File: src/rtl/vga_frame_fetch.sv
// Frame-fetch sequencer: issues one frame of sequential framebuffer reads and pushes the
// returned words into the pixel FIFO. It throttles on FIFO almost-full and on a bounded
// count of outstanding reads, so the FIFO cannot be overrun by data already in flight.
module vga_frame_fetch #(
    parameter int unsigned AW          = 19,
    parameter int unsigned DW          = 16,
    parameter int unsigned FRAME_WORDS = 307200,
    parameter int unsigned MAX_OUTST   = 4
) (
    input  logic          clk,
    input  logic          rst_n,
    input  logic          enable_i,
    input  logic          frame_start_i,
    input  logic [AW-1:0] base_addr_i,
    output logic          mem_req_o,
    output logic [AW-1:0] mem_addr_o,
    input  logic          mem_ready_i,
    input  logic          mem_rvalid_i,
    input  logic [DW-1:0] mem_rdata_i,
    output logic          fifo_write_o,
    output logic [DW-1:0] fifo_din_o,
    input  logic          fifo_afull_i,
    input  logic          fifo_full_i,
    output logic          busy_o,
    output logic          frame_done_o,
    output logic          late_err_o,
    output logic          ovf_err_o
);

    localparam int unsigned CW = $clog2(FRAME_WORDS + 1);
    localparam int unsigned OW = $clog2(MAX_OUTST + 1);
    localparam logic [CW-1:0] FrameWordsC = CW'(FRAME_WORDS);
    localparam logic [OW-1:0] MaxOutstC   = OW'(MAX_OUTST);

    typedef enum logic [1:0] {StIdle, StFetch, StDrain} state_e;

    state_e        state_q, state_d;
    logic [AW-1:0] addr_q, addr_d;
    logic [CW-1:0] req_cnt_q, req_cnt_d;
    logic [OW-1:0] outst_q, outst_d;
    logic          mem_req_q, mem_req_d;
    logic          fifo_write_q, fifo_write_d;
    logic [DW-1:0] fifo_din_q, fifo_din_d;
    logic          frame_done_q, frame_done_d;
    logic          late_err_q, late_err_d;

    logic accept;
    logic ret;
    logic hold;

    assign accept = mem_req_q & mem_ready_i;
    // Returns with nothing outstanding belong to requests issued before a reset.
    assign ret    = mem_rvalid_i & (outst_q != '0);
    // A raised request must stay up, with a stable address, until the memory takes it.
    assign hold   = mem_req_q & ~mem_ready_i;

    // Next-state, request issue and return-path logic.
    always_comb begin
        state_d      = state_q;
        addr_d       = addr_q;
        req_cnt_d    = req_cnt_q;
        mem_req_d    = 1'b0;
        frame_done_d = 1'b0;
        outst_d      = outst_q + OW'(accept) - OW'(ret);
        fifo_write_d = ret;
        fifo_din_d   = ret ? mem_rdata_i : fifo_din_q;
        late_err_d   = frame_start_i & (state_q != StIdle);

        unique case (state_q)
            StIdle: begin
                if (frame_start_i && enable_i) begin
                    state_d   = StFetch;
                    addr_d    = base_addr_i;
                    req_cnt_d = '0;
                end
            end
            StFetch: begin
                if (accept) begin
                    addr_d    = addr_q + AW'(1);
                    req_cnt_d = req_cnt_q + CW'(1);
                end
                if (hold) begin
                    mem_req_d = 1'b1;
                end else if ((req_cnt_d == FrameWordsC) || !enable_i) begin
                    state_d = StDrain;
                end else begin
                    // outst_d already counts this cycle's accept, allowing 1 request/cycle.
                    mem_req_d = (outst_d < MaxOutstC) & ~fifo_afull_i;
                end
            end
            StDrain: begin
                if (outst_q == '0) begin
                    state_d      = StIdle;
                    frame_done_d = (req_cnt_q == FrameWordsC);
                end
            end
            default: state_d = StIdle;
        endcase
    end

    // State and output registers, cleared asynchronously.
    always_ff @(posedge clk or negedge rst_n) begin
        if (!rst_n) begin
            state_q      <= StIdle;
            addr_q       <= '0;
            req_cnt_q    <= '0;
            outst_q      <= '0;
            mem_req_q    <= 1'b0;
            fifo_write_q <= 1'b0;
            fifo_din_q   <= '0;
            frame_done_q <= 1'b0;
            late_err_q   <= 1'b0;
        end else begin
            state_q      <= state_d;
            addr_q       <= addr_d;
            req_cnt_q    <= req_cnt_d;
            outst_q      <= outst_d;
            mem_req_q    <= mem_req_d;
            fifo_write_q <= fifo_write_d;
            fifo_din_q   <= fifo_din_d;
            frame_done_q <= frame_done_d;
            late_err_q   <= late_err_d;
        end
    end

    assign mem_req_o    = mem_req_q;
    assign mem_addr_o   = addr_q;
    assign fifo_write_o = fifo_write_q;
    assign fifo_din_o   = fifo_din_q;
    assign busy_o       = (state_q != StIdle);
    assign frame_done_o = frame_done_q;
    assign late_err_o   = late_err_q;
    // The write is still presented; the FIFO drops it and this flags the loss.
    assign ovf_err_o    = fifo_write_q & fifo_full_i;

endmodule

File: config.mk
export PLATFORM = sky130hd
export DESIGN_NAME = vga_frame_fetch
export DESIGN_NICKNAME = d
export VERILOG_FILES = /design/src/rtl/vga_frame_fetch.sv
export SDC_FILE = /design/constraint.sdc
export NUM_CORES = 1
export LEC_CHECK = 0
export BUFFER_PORTS_ARGS = -buffer_cell sky130_fd_sc_hd__buf_2
export CORE_ASPECT_RATIO = 0.5
export CORE_UTILIZATION = 39
export DETAILED_ROUTE_END_ITERATION = 12
export GPL_TIMING_DRIVEN = 0
export REMOVE_ABC_BUFFERS = 1
export SLEW_MARGIN = 20
export SYNTH_ARGS = -nofsm -noshare
export SYNTH_HDL_FRONTEND = slang
export SYNTH_SLANG_ARGS = --single-unit
export TNS_END_PERCENT = 10
File: constraint.sdc
create_clock -name clk -period 7.1 [get_ports clk]
set_input_delay 0 -clock clk [delete_from_list [all_inputs] [get_ports clk]]
set_output_delay 0 -clock clk [all_outputs]
set_load 0.02 [all_outputs]
==> impl_summary.txt <==
----------------------------------------------------
[Critical path]
  Worst setup slack for register-to-register paths ... roughly 3800 ps
  Worst reg2reg startpoint ... outst_q[1]
  Worst Path Max Fanout ... 17
  Data required time of the critical path ... about 7400 ps
  Arrival time at the worst endpoint ... around 3600 ps
  Sort of element at the start of the critical path ... flop
  Reg-to-reg endpoint ... mem_req_o
  Kind of critical path ... flop to flop
  Cell depth of the worst flop-to-flop path ... 10
  Element type at the critical path end ... flop

[Routing]
  Sum of routed wire length over all layers ... roughly 9000 µm
  Residual DRC count ... 0
  Drt pass-1 iters ... 4
  Routed WL per cell ... about 15 µm
  DRC violation total after the first TritonRoute iteration ... about 190
  Vias ... 3370
  Routed Antenna Nets ... 0
  Number of vias per cell ... 5.37

[STA]
  Final hold violation count ... 0
  Fmax achieved ... ~300 MHz
  Setup TNS after final layout ... 0 ps
  Final number of max-transition violations ... 0
  Rel. slew slack ... between 40% and 50%
  Final-report setup violation count ... 0
  Final clock period utilization by the worst path ... between 40% and 50%
  Final worst path period need ... between 3000 and 4000 ps
  Pin slew with the least headroom to its limit ... approximately 810 ps
  Worst clock skew ... around 4.4 ps
  Unrepaired setup endpoints after global routing ... no

[Synthesis]
  Post-synthesis cell type count ... 55
  Total number of yosys warnings ... 0
  Avg Synthesized Cell Area ... about 8.9 µm²
  EDFF count, synth ... 0
  Sequential cell area fraction in the yosys report ... 44.0%
  Gate Count Post-Synth ... between 400 and 500
  Share of flip-flops with an asynchronous set or reset ... 100%
  Register bit total from synthesis ... 63
  Area of the mapped netlist ... approximately 3600 µm²
  Prevailing post-synth register cell ... sky130_fd_sc_hd__dfrtp_1

[GRT]
  Wire length of the first global-routing pass ... approximately 16000 µm
  Final global-route overflow total ... 0
  Initial antenna violation count ... 0
  Number of global-route vias before repair ... about 3200
  Largest net degree at the start of global routing ... slightly below 50
  Total Routing Usage GR ... 20.8%

[Hold path]
  Cell count of the worst hold path ... 3
  Hold path startpoint ... base_addr_i[8]
  Class of the most critical hold timing path ... input pin to flop
  Destination of the worst hold path ... mem_addr_o[8]

[Final layout]
  Area occupied by multi-input gates ... 1860 µm²
  Total Nets Final ... between 500 and 600
  Area Growth Syn to Fin ... 33.4%
  Area occupied by registers ... between 1500 and 2000 µm²
  Finished layout cell area ... roughly 4800 µm²
  Commonest non-fill, non-tap cell in the layout ... sky130_fd_sc_hd__buf_2
  Proportion of layout cells with a drive suffix above 1 ... between 20% and 30%
  Commonest cells after routing, fill and taps aside ... 82 x sky130_fd_sc_hd__buf_2, 63 x sky130_fd_sc_hd__dfrtp_1, 46 x sky130_fd_sc_hd__nand2_1, 34 x sky130_fd_sc_hd__o21ai_0, 34 x sky130_fd_sc_hd__dlygate4sd3_1
  Antenna diodes ... 0
  Filler Cells Inserted ... slightly above 800

[Clock tree]
  Clock tree from TritonCTS ... built
  Clk slew on worst S/H paths ... 50 ps
  Number of sinks on the clock net ... 63
  Clock tree buffer depth ... 2
  Number of gates resized after CTS ... 0
  Clock root buffer ... sky130_fd_sc_hd__clkbuf_16
  CTS Buf Count ... 9
  Clk_lat worst skew ... roughly 330 ps
  H-Tree Depth ... 3

[Job]
  Max cap viols ... 0

[Floorplanning]
  Core box area ... around 9000 µm²
  DIE WIDTH ... roughly 140 µm
  Std-Cell Rows ... 24
  Floorplan die height ... ~70 µm
  Die outline area ... between 9000 and 10000 µm²
  Initial Utilization ... between 40 and 50%
  Io pins ... 84

[Placed design]
  Total half-perimeter wirelength after legalization and detailed placement ... just over 6000 µm
  Global placement routability congestion ... ~0.85
  Instance area after placement ... 4150 µm²
  Number of input and output port buffers inserted ... 83

[Power and ir drop]
  Static Leak ... 2.10 nW
  Power density over the cells ... between 300 and 400 nW/µm²
  Worst IR drop on VDD ... approximately 0.00017 V

[Status]
  Result of the run ... complete, no violations

----------------------------------------------------
[worst max-delay path by stage]
stage                             to       start  cells after the start  slack, ps
final                      mem_req_o  outst_q[1]                     10       3760
after global routing       mem_req_o  outst_q[1]                     10       3490
after CTS                  mem_req_o  outst_q[1]                     10       3690
after detailed placement   mem_req_o  outst_q[1]                     10       3730
after global placement    state_q[1]  state_q[0]                      4       3420
after floorplan            mem_req_o  outst_q[1]                     10       4090
[flip-flops by register name (all words and copies together) (netlist names)]
| register | flops |
|---|---|
| mem_addr_o | 19 |
| req_cnt_q | 19 |
| fifo_din_o | 16 |
| outst_q | 3 |
| state_q | 2 |
| fifo_write_o | 1 |
| frame_done_o | 1 |
| late_err_o | 1 |
| mem_req_o | 1 |
[worst max-delay path, cell delays in order, from the launching register on]
cell,delay (ps)
sky130_fd_sc_hd__dfrtp_1,400
sky130_fd_sc_hd__or3_1,450
sky130_fd_sc_hd__nand2_1,540
sky130_fd_sc_hd__inv_1,130
sky130_fd_sc_hd__ha_1,310
sky130_fd_sc_hd__inv_1,40
sky130_fd_sc_hd__ha_1,180
sky130_fd_sc_hd__fa_1,370
sky130_fd_sc_hd__xnor2_1,160
sky130_fd_sc_hd__or4b_1,520
sky130_fd_sc_hd__o22ai_1,160
[cell usage after synthesis, types with 5 or more instances]
cell type	n	share of area (%)
sky130_fd_sc_hd__or3_1	6	1.0
sky130_fd_sc_hd__and3_1	10	1.7
sky130_fd_sc_hd__a21oi_1	34	4.7
sky130_fd_sc_hd__o22ai_1	5	0.87
sky130_fd_sc_hd__inv_1	12	1.3
sky130_fd_sc_hd__nor4_1	6	1.0
sky130_fd_sc_hd__nor3_1	10	1.4
sky130_fd_sc_hd__nor2_1	25	2.6
sky130_fd_sc_hd__buf_2	5	0.70
sky130_fd_sc_hd__nand3_1	24	3.4
sky130_fd_sc_hd__o21ai_0	34	4.7
sky130_fd_sc_hd__ha_1	5	1.7
sky130_fd_sc_hd__nand2_1	46	4.8
sky130_fd_sc_hd__nor2b_1	5	0.87
sky130_fd_sc_hd__nand4_1	6	1.0
sky130_fd_sc_hd__a31oi_1	7	1.2
sky130_fd_sc_hd__mux2_2	18	5.7
sky130_fd_sc_hd__dfrtp_1	63	44
sky130_fd_sc_hd__o31ai_1	5	1.0
sky130_fd_sc_hd__clkbuf_1	21	2.2
[power by group]
group / internal (mW) / switching [mW]
Clock: 0.286 / 0.152
Sequential: 0.464 / 0.0988
Combinational: 0.292 / 0.456
[routing by layer]
metal	vias to the layer above	wire length [µm]	track usage, %
met5	-	0	0
met4	0	87	6.96
met3	8	523	5.26
met2	94	4080	31.9
met1	1586	4500	28.5
li1	1682	-	-
[cell type report]
type	count	share of cell area [%]
multi-input cells	300	38.9
inverters	12	0.942
clock inverters	4	0.942
repair buffers	121	17.9
clock buffers	11	5.28
flip-flops and latches	63	33.0
well taps	117	3.06
[through the flow]
| step | setup WS (ps) | util, % | cells | total power, mW | hold slack, ps |
|---|---|---|---|---|---|
| floorplan | 4090 | - | 375 | 1.02 | -296 |
| global placement | 3420 | 45.8 | 575 | 1.24 | 226 |
| detailed placement | 3730 | 47.1 | 579 | 1.31 | -122 |
| CTS | 3690 | 54.4 | 628 | 1.77 | 7.22 |
| global route | 3490 | 54.4 | 628 | 1.89 | 50.7 |
| finish | 3760 | 54.4 | 628 | 1.75 | 24.3 |
[logic make-up after synthesis]
group | after synthesis | synth area share, %
AND/OR/NAND/NOR | 156 | 22.7
AO/OA/AOI/OAI | 116 | 19.9
XOR/XNOR | 3 | 0.733
adder cells (fa/ha/maj) | 6 | 2.30
multiplexers | 19 | 5.93
flip-flops | 63 | 44.0
buffers and inverters | 39 | 4.47
[what timing repair did]
action | in CTS | in global routing
buffers inserted | 0 | 0
hold buffers | 34 | 0
endpoints found under the hold margin | 97 | 0
(Power assumes the default switching activity.)
